--- config.mk ---
export PLATFORM = sky130hd
export DESIGN_NAME = clk_stagger_seq_flat
export DESIGN_NICKNAME = d
export VERILOG_FILES = /design/src/rtl/clk_stagger_pkg.sv /design/src/rtl/clk_stagger_seq_if.sv /design/src/rtl/clk_stagger_pick.sv /design/src/rtl/clk_stagger_seq.sv /design/src/flat_wrapper.sv
export SDC_FILE = /design/constraint.sdc
export NUM_CORES = 1
export LEC_CHECK = 0
export ABC_AREA = 1
export BUFFER_PORTS_ARGS = -buffer_cell sky130_fd_sc_hd__buf_4
export CORE_MARGIN = 2
export CORE_UTILIZATION = 23
export DETAILED_ROUTE_END_ITERATION = 10
export PLACE_DENSITY = 0.35
export REMOVE_ABC_BUFFERS = 1
export SKIP_LAST_GASP = 1
export SYNTH_ARGS = -nofsm -noshare
export SYNTH_HDL_FRONTEND = slang
export SYNTH_SLANG_ARGS = --single-unit
--- constraint.sdc ---
create_clock -name clock -period 3.6 [get_ports clock]
set_clock_uncertainty 0.2 [all_clocks]
set_input_delay 0.54 -clock clock [delete_from_list [all_inputs] [get_ports clock]]
set_output_delay 0.54 -clock clock [all_outputs]
set_load 0.01 [all_outputs]
--- src/rtl/clk_stagger_pkg.sv ---
// Shared definitions for the staggered clock-enable sequencer.
//   state_e : sequencer states
//   GAP_MIN : smallest effective gap between toggles (a configured 0 maps here)
package clk_stagger_pkg;

    typedef enum logic [1:0] {
        IDLE = 2'd0,
        STEP = 2'd1,
        WAIT = 2'd2,
        DONE = 2'd3
    } state_e;

    localparam int GAP_MIN = 1;

endpackage

--- src/rtl/clk_stagger_seq_if.sv ---
// Request/status bundle between a requester (software/PMU side) and the
// staggered clock-enable sequencer.
//   master : drives req_valid/req_on/req_mask/gap_cfg/abort, observes status
//   slave  : the sequencer; drives req_ready, clk_en, busy, done, done_aborted
interface clk_stagger_seq_if #(
    parameter int NUM_DOMAINS = 4,
    parameter int GAP_W       = 8
);

    logic                   req_valid;
    logic                   req_ready;
    logic                   req_on;
    logic [NUM_DOMAINS-1:0] req_mask;
    logic [GAP_W-1:0]       gap_cfg;
    logic                   abort;
    logic [NUM_DOMAINS-1:0] clk_en;
    logic                   busy;
    logic                   done;
    logic                   done_aborted;

    modport master (
        output req_valid, req_on, req_mask, gap_cfg, abort,
        input  req_ready, clk_en, busy, done, done_aborted
    );

    modport slave (
        input  req_valid, req_on, req_mask, gap_cfg, abort,
        output req_ready, clk_en, busy, done, done_aborted
    );

endinterface

--- src/rtl/clk_stagger_pick.sv ---
// Combinational N-bit priority picker.
//   vec : candidate bits
//   dir : 1 = pick lowest set bit, 0 = pick highest set bit
//   idx : index of the picked bit (0 when vec is empty)
//   any : vec has at least one bit set
module clk_stagger_pick #(
    parameter int N     = 4,
    parameter int IDX_W = (N > 1) ? $clog2(N) : 1
) (
    input  logic [N-1:0]     vec,
    input  logic             dir,
    output logic [IDX_W-1:0] idx,
    output logic             any
);

    always_comb begin
        idx = '0;
        any = |vec;
        // The last match in scan order wins, so scanning downward yields the
        // lowest set bit and scanning upward yields the highest.
        if (dir) begin
            for (int i = N - 1; i >= 0; i--) begin
                if (vec[i]) idx = IDX_W'(i);
            end
        end else begin
            for (int i = 0; i < N; i++) begin
                if (vec[i]) idx = IDX_W'(i);
            end
        end
    end

endmodule

--- src/rtl/clk_stagger_seq.sv ---
// Staggered clock-enable sequencer. Turns the enables of NUM_DOMAINS gated
// clock domains on or off one domain per toggle, with a programmable number
// of clock edges between toggles, to limit simultaneous switching.
//   clock, reset_n : sole clock, asynchronous active-low reset
//   bus (slave)    : request handshake (req_valid/req_ready, req_on, req_mask,
//                    gap_cfg, abort) and status (clk_en, busy, done,
//                    done_aborted)
// Power-on enables ascend from bit 0; power-off enables descend from the top.
module clk_stagger_seq
    import clk_stagger_pkg::*;
#(
    parameter int                     NUM_DOMAINS = 4,
    parameter int                     GAP_W       = 8,
    parameter logic [NUM_DOMAINS-1:0] RESET_EN    = '0
) (
    input  logic              clock,
    input  logic              reset_n,
    clk_stagger_seq_if.slave  bus
);

    localparam int IDX_W = (NUM_DOMAINS > 1) ? $clog2(NUM_DOMAINS) : 1;

    state_e                 state_q, state_d;
    logic                   on_q, on_d;
    logic [GAP_W-1:0]       gap_q, gap_d;
    logic [GAP_W-1:0]       cnt_q, cnt_d;
    logic [NUM_DOMAINS-1:0] rem_q, rem_d;
    logic [NUM_DOMAINS-1:0] en_q, en_d;
    logic                   done_q, done_d;
    logic                   aborted_q, aborted_d;

    logic [IDX_W-1:0]       pick_idx;
    logic                   pick_any;
    logic [NUM_DOMAINS-1:0] accept_rem;
    logic [GAP_W-1:0]       accept_gap;
    logic [NUM_DOMAINS-1:0] rem_after_step;

    clk_stagger_pick #(
        .N     (NUM_DOMAINS),
        .IDX_W (IDX_W)
    ) u_pick (
        .vec (rem_q),
        .dir (on_q),
        .idx (pick_idx),
        .any (pick_any)
    );

    // Domains already in the target state drop out here so they cost no gap.
    assign accept_rem     = bus.req_mask & (en_q ^ {NUM_DOMAINS{bus.req_on}});
    assign accept_gap     = (bus.gap_cfg == '0) ? GAP_W'(GAP_MIN) : bus.gap_cfg;
    assign rem_after_step = rem_q & ~(NUM_DOMAINS'(1) << pick_idx);

    always_comb begin
        state_d   = state_q;
        on_d      = on_q;
        gap_d     = gap_q;
        cnt_d     = cnt_q;
        rem_d     = rem_q;
        en_d      = en_q;
        done_d    = 1'b0;
        aborted_d = 1'b0;

        case (state_q)
            IDLE: begin
                if (bus.req_valid) begin
                    on_d  = bus.req_on;
                    gap_d = accept_gap;
                    rem_d = accept_rem;
                    if (accept_rem == '0) begin
                        state_d = DONE;
                        done_d  = 1'b1;
                    end else begin
                        state_d = STEP;
                    end
                end
            end

            STEP: begin
                if (bus.abort) begin
                    // Abort wins over this cycle's toggle.
                    state_d   = DONE;
                    done_d    = 1'b1;
                    aborted_d = 1'b1;
                end else if (pick_any) begin
                    en_d[pick_idx] = on_q;
                    rem_d          = rem_after_step;
                    if (rem_after_step == '0) begin
                        state_d = DONE;
                        done_d  = 1'b1;
                    end else if (gap_q == GAP_W'(GAP_MIN)) begin
                        state_d = STEP;
                    end else begin
                        // The STEP->toggle edge is one of the G edges, so
                        // WAIT covers the remaining G-1.
                        cnt_d   = gap_q - GAP_W'(1);
                        state_d = WAIT;
                    end
                end else begin
                    state_d = DONE;
                    done_d  = 1'b1;
                end
            end

            WAIT: begin
                if (bus.abort) begin
                    state_d   = DONE;
                    done_d    = 1'b1;
                    aborted_d = 1'b1;
                end else if (cnt_q == GAP_W'(1)) begin
                    state_d = STEP;
                end else begin
                    cnt_d = cnt_q - GAP_W'(1);
                end
            end

            DONE: begin
                state_d = IDLE;
            end

            default: begin
                state_d = IDLE;
            end
        endcase
    end

    always_ff @(posedge clock or negedge reset_n) begin
        if (!reset_n) begin
            state_q   <= IDLE;
            on_q      <= 1'b0;
            gap_q     <= GAP_W'(GAP_MIN);
            cnt_q     <= '0;
            rem_q     <= '0;
            en_q      <= RESET_EN;
            done_q    <= 1'b0;
            aborted_q <= 1'b0;
        end else begin
            state_q   <= state_d;
            on_q      <= on_d;
            gap_q     <= gap_d;
            cnt_q     <= cnt_d;
            rem_q     <= rem_d;
            en_q      <= en_d;
            done_q    <= done_d;
            aborted_q <= aborted_d;
        end
    end

    assign bus.req_ready    = (state_q == IDLE);
    assign bus.busy         = (state_q != IDLE);
    assign bus.clk_en       = en_q;
    assign bus.done         = done_q;
    assign bus.done_aborted = aborted_q;

endmodule
--- src/flat_wrapper.sv ---
// flat-port wrapper written by rule: the top's interface ports become plain ports
module clk_stagger_seq_flat import clk_stagger_pkg::*;
#(
    parameter int                     NUM_DOMAINS = 4,
    parameter int                     GAP_W       = 8,
    parameter logic [NUM_DOMAINS-1:0] RESET_EN    = '0
)
  (clock, reset_n, bus_req_valid, bus_req_on, bus_req_mask, bus_gap_cfg, bus_abort, bus_req_ready, bus_clk_en, bus_busy, bus_done, bus_done_aborted);
  clk_stagger_seq_if #(.NUM_DOMAINS(NUM_DOMAINS), .GAP_W(GAP_W)) bus_i ();
  input  logic clock;
  input  logic reset_n;
  input wire logic [$bits(bus_i.req_valid)-1:0] bus_req_valid;
  input wire logic [$bits(bus_i.req_on)-1:0] bus_req_on;
  input wire logic [$bits(bus_i.req_mask)-1:0] bus_req_mask;
  input wire logic [$bits(bus_i.gap_cfg)-1:0] bus_gap_cfg;
  input wire logic [$bits(bus_i.abort)-1:0] bus_abort;
  output wire logic [$bits(bus_i.req_ready)-1:0] bus_req_ready;
  output wire logic [$bits(bus_i.clk_en)-1:0] bus_clk_en;
  output wire logic [$bits(bus_i.busy)-1:0] bus_busy;
  output wire logic [$bits(bus_i.done)-1:0] bus_done;
  output wire logic [$bits(bus_i.done_aborted)-1:0] bus_done_aborted;
  assign bus_i.req_valid = bus_req_valid;
  assign bus_i.req_on = bus_req_on;
  assign bus_i.req_mask = bus_req_mask;
  assign bus_i.gap_cfg = bus_gap_cfg;
  assign bus_i.abort = bus_abort;
  assign bus_req_ready = bus_i.req_ready;
  assign bus_clk_en = bus_i.clk_en;
  assign bus_busy = bus_i.busy;
  assign bus_done = bus_i.done;
  assign bus_done_aborted = bus_i.done_aborted;
  clk_stagger_seq #(.NUM_DOMAINS(NUM_DOMAINS), .GAP_W(GAP_W), .RESET_EN(RESET_EN)) u_core (.clock(clock), .reset_n(reset_n), .bus(bus_i));
endmodule
==> results.cfg <==
[logic_synthesis]
synth_area_um2 = 1950
ys_seq_elements = 29
synth.avg_cell_area_um2 = 7.13
synth.yosys.seq_area_share_pct = 37.4
synth_cells = 273
yosysWarnings = 0
yosys.cell_types.count = 32

[die]
core.rowCount = 33
die_width_um = 96.0
coreArea_um2 = 8220
boundaryPins = 25
start_util_pct = 23.7
die_h_um = 96.0
dieArea_um2 = 9210

[timing]
fin_tns_setup_ns = 0
hold-worst-slack_ns = 0.281
rsz0062_at_grt = false
fmax_mhz = 417
worst_pin_slew_ns = 0.588
period_share_pct = 66.6
finalSetupViolations = 0
finalHoldViolations = 0
relSlewSlack_pct = 60.7
finalMaxSlewViolations = 0
min_period_ns = 2.40

[clocking]
cts_root_buffer = clkbuf_8
path_clk_slew_ns = 0.06
cts.sinks = 29
numCtsBuffers = 5
clkLatencyLatePin_ns = 0.29
cts_setup_buffers = 0
htreeDepth = 2
cts_buffer_depth = 2
cts_tree = done

[setup_path]
critPathKind = flop to flop
timing.rr.start = u_core.state_q[0]
cp-end-kind = flop
critical_path_arrival_ns = 2.37
slowest_delay_ns = 0.42
crit_top_cell = nand2_1
worst_r2r_endpoint = u_core.cnt_q[3]
crit_chain = inv_1 -> ha_1 -> inv_1 -> nor2_1 -> nand2_1 -> a21oi_2 -> nand3_2 -> nand2_1 -> nand2_1
crit_path_start_kind = flop
ff2ff_path_depth = 9
critical_path_required_ns = 3.57
cp_slowest_cell = dfrtp_1
r2r_slack_ns = 1.20
cp_max_fo = 11

[global_route]
met3_usage_pct = 3.21
grt.total_usage_pct = 12.5
gr-usage-met2_pct = 18.6
grt_pass1_vias = 1780
grt_start_max_net_pins = 30
gr-usage-met1_pct = 17.4
antenna_found_initial = 0
grt_busiest_layer = met2
grt_overflow = 0
grt_first_pass_wirelength_mm = 8.70

[outcome]
status = finished, final reports clean

[finish]
drive_above_1_share_pct = 15.6
nets = 326
antenna_cells = 0
post-route-util_pct = 28.5
area_growth_pct = 20.4
postLayoutCellArea_um2 = 2340

[power]
peakVddDrop_uv = 242
power.leakage_nw = 1.22
power.density_nw_per_um2 = 918
total_power_mw = 2.15

[detailed_routing]
routed_via_density = 4.28
drt-wirelength-per-cell_um = 12.2
dr.pass1.iters = 4
ant_nets = 0
route.detailed.drc = 0
routed_wirelength_mm = 4.97
vias = 1741
drtIter0Drc = 58

[place]
place.gp.congestion = 0.767
place_area_um2 = 2230
dpl.hpwl_mm = 3.90
port_buffers = 24

[worst_hold_path]
holdPathStages = 2
min_to = u_core.cnt_q[4]
min_from = u_core.cnt_q[4]
hp-class = flop to flop

[flow_run]
maxCapViolCount = 0
critical path: cells and delay by family (launching register included):
kind            cells  cell delay [ns]
buf+inv             2             0.31
fa+ha+maj           1             0.40
flops               1             0.42
compound gates      1             0.34
simple gates        5             0.59
sequential cells by signal, summed over array words and instances (netlist names):
register / count
u_core.bus.clk_en: 4
u_core.bus.done: 1
u_core.bus.done_aborted: 1
u_core.cnt_q: 8
u_core.gap_q: 8
u_core.on_q: 1
u_core.rem_q: 4
u_core.state_q: 2
area by class of cell:
class | count | area [um2]
Clock inverter | 1 | 5.00
Timing Repair Buffer | 25 | 190
Sequential cell | 29 | 727
Inverter | 43 | 161
Clock buffer | 7 | 96.3
Tap cell | 105 | 131
Fill cell | 924 | 5870
Multi-Input combinational cell | 197 | 1030
placed cells by master, fill, tap and decap left out:
cell type,synthesis,routed
inv_1,40,40
a31oi_1,1,1
nand2_2,3,3
nand3_2,2,2
nor4_1,1,1
buf_4,0,24
o21ai_0,19,19
a22o_1,2,2
dlygate4sd3_1,0,1
ha_1,8,8
nand4_1,13,13
xnor2_1,1,1
or2_2,2,2
nand2_1,80,80
o21bai_1,1,1
nand2_4,1,1
a21oi_1,15,15
dfrtp_1,28,28
nor3_1,1,1
dfstp_2,1,1
a22oi_1,1,1
xor2_1,6,6
clkbuf_8,0,7
mux2i_1,1,1
nand3_1,14,14
nor2_1,21,21
nor2_2,1,1
clkinv_1,1,1
inv_2,2,2
nor2_4,1,1
a21oi_2,1,1
nand3b_4,1,1
clkinv_2,0,1
kinds of logic (layout without fill, tap and decap cells):
kind of cell,Yosys count,in the layout,share of synthesized area (%)
DFF,29,29,37.4
xor gates and xnor gates,7,7,3.15
AOI/OAI and AO/OA,40,40,11.2
muxes,1,1,0.514
and+or+nand+nor,141,141,33.0
adders and majority gates,8,8,5.14
buffers and inverters,47,76,9.65
through the flow:
step                      setup WS, ns  std cells
final                             1.20        407
after global routing             0.901        407
after CTS                         1.18        407
after detailed placement          1.19        398
after global placement            1.25        398
after floorplan                   1.56        269
where the power goes:
part	internal [mW]	switching [mW]	leakage, nW
combinational	0.454	0.772	0.813
sequential	0.487	0.131	0.355
clock	0.173	0.134	0.0542
total	1.11	1.04	1.22
worst max path at each step:
stage / end / slack, ns / start / cells after the start
after detailed placement: u_core.cnt_q[7] / 1.19 / u_core.state_q[0] / 9
after global routing: u_core.cnt_q[7] / 0.90 / u_core.state_q[0] / 9
after CTS: u_core.cnt_q[5] / 1.18 / u_core.state_q[0] / 9
after global placement: u_core.cnt_q[5] / 1.25 / u_core.state_q[0] / 9
after floorplan: u_core.cnt_q[3] / 1.56 / u_core.state_q[0] / 9
final: u_core.cnt_q[3] / 1.20 / u_core.state_q[0] / 9
cell usage after synthesis:
master | number | area share, %
xor2_1 | 6 | 2.7
ha_1 | 8 | 5.1
clkbuf_4 | 1 | 0.39
nor2_2 | 1 | 0.32
nand3_1 | 14 | 3.6
a31oi_1 | 1 | 0.32
a22oi_1 | 1 | 0.39
nor3_1 | 1 | 0.26
a21oi_2 | 1 | 0.45
dfrtp_1 | 28 | 36
clkbuf_1 | 2 | 0.39
nor2_1 | 21 | 4.1
a22o_1 | 2 | 0.90
nand2_1 | 80 | 15
a21oi_1 | 15 | 3.9
buf_6 | 1 | 0.58
nor4_1 | 1 | 0.32
xnor2_1 | 1 | 0.45
mux2i_1 | 1 | 0.51
inv_1 | 40 | 7.7
nor2_4 | 1 | 0.58
nand3_2 | 2 | 1.0
nand4_1 | 13 | 4.2
o21ai_0 | 19 | 4.9
clkinv_1 | 1 | 0.19
nand2_2 | 3 | 0.96
nand3b_4 | 1 | 1.0
inv_2 | 2 | 0.39
o21bai_1 | 1 | 0.39
nand2_4 | 1 | 0.58
or2_2 | 2 | 0.64
dfstp_2 | 1 | 1.4
routing by layer:
layer | vias to the layer above | part of all wire, %
li1 | 926 | -
met1 | 773 | 51
met2 | 34 | 43
met3 | 8 | 4.5
met4 | 0 | 1.6
met5 | - | 0
repair_timing:
action / in CTS / in global routing
gates resized for setup: 0 / 0
hold buffers: 1 / 0
endpoints found under the hold margin: 15 / 0
Power figures use the tool's default switching activity.
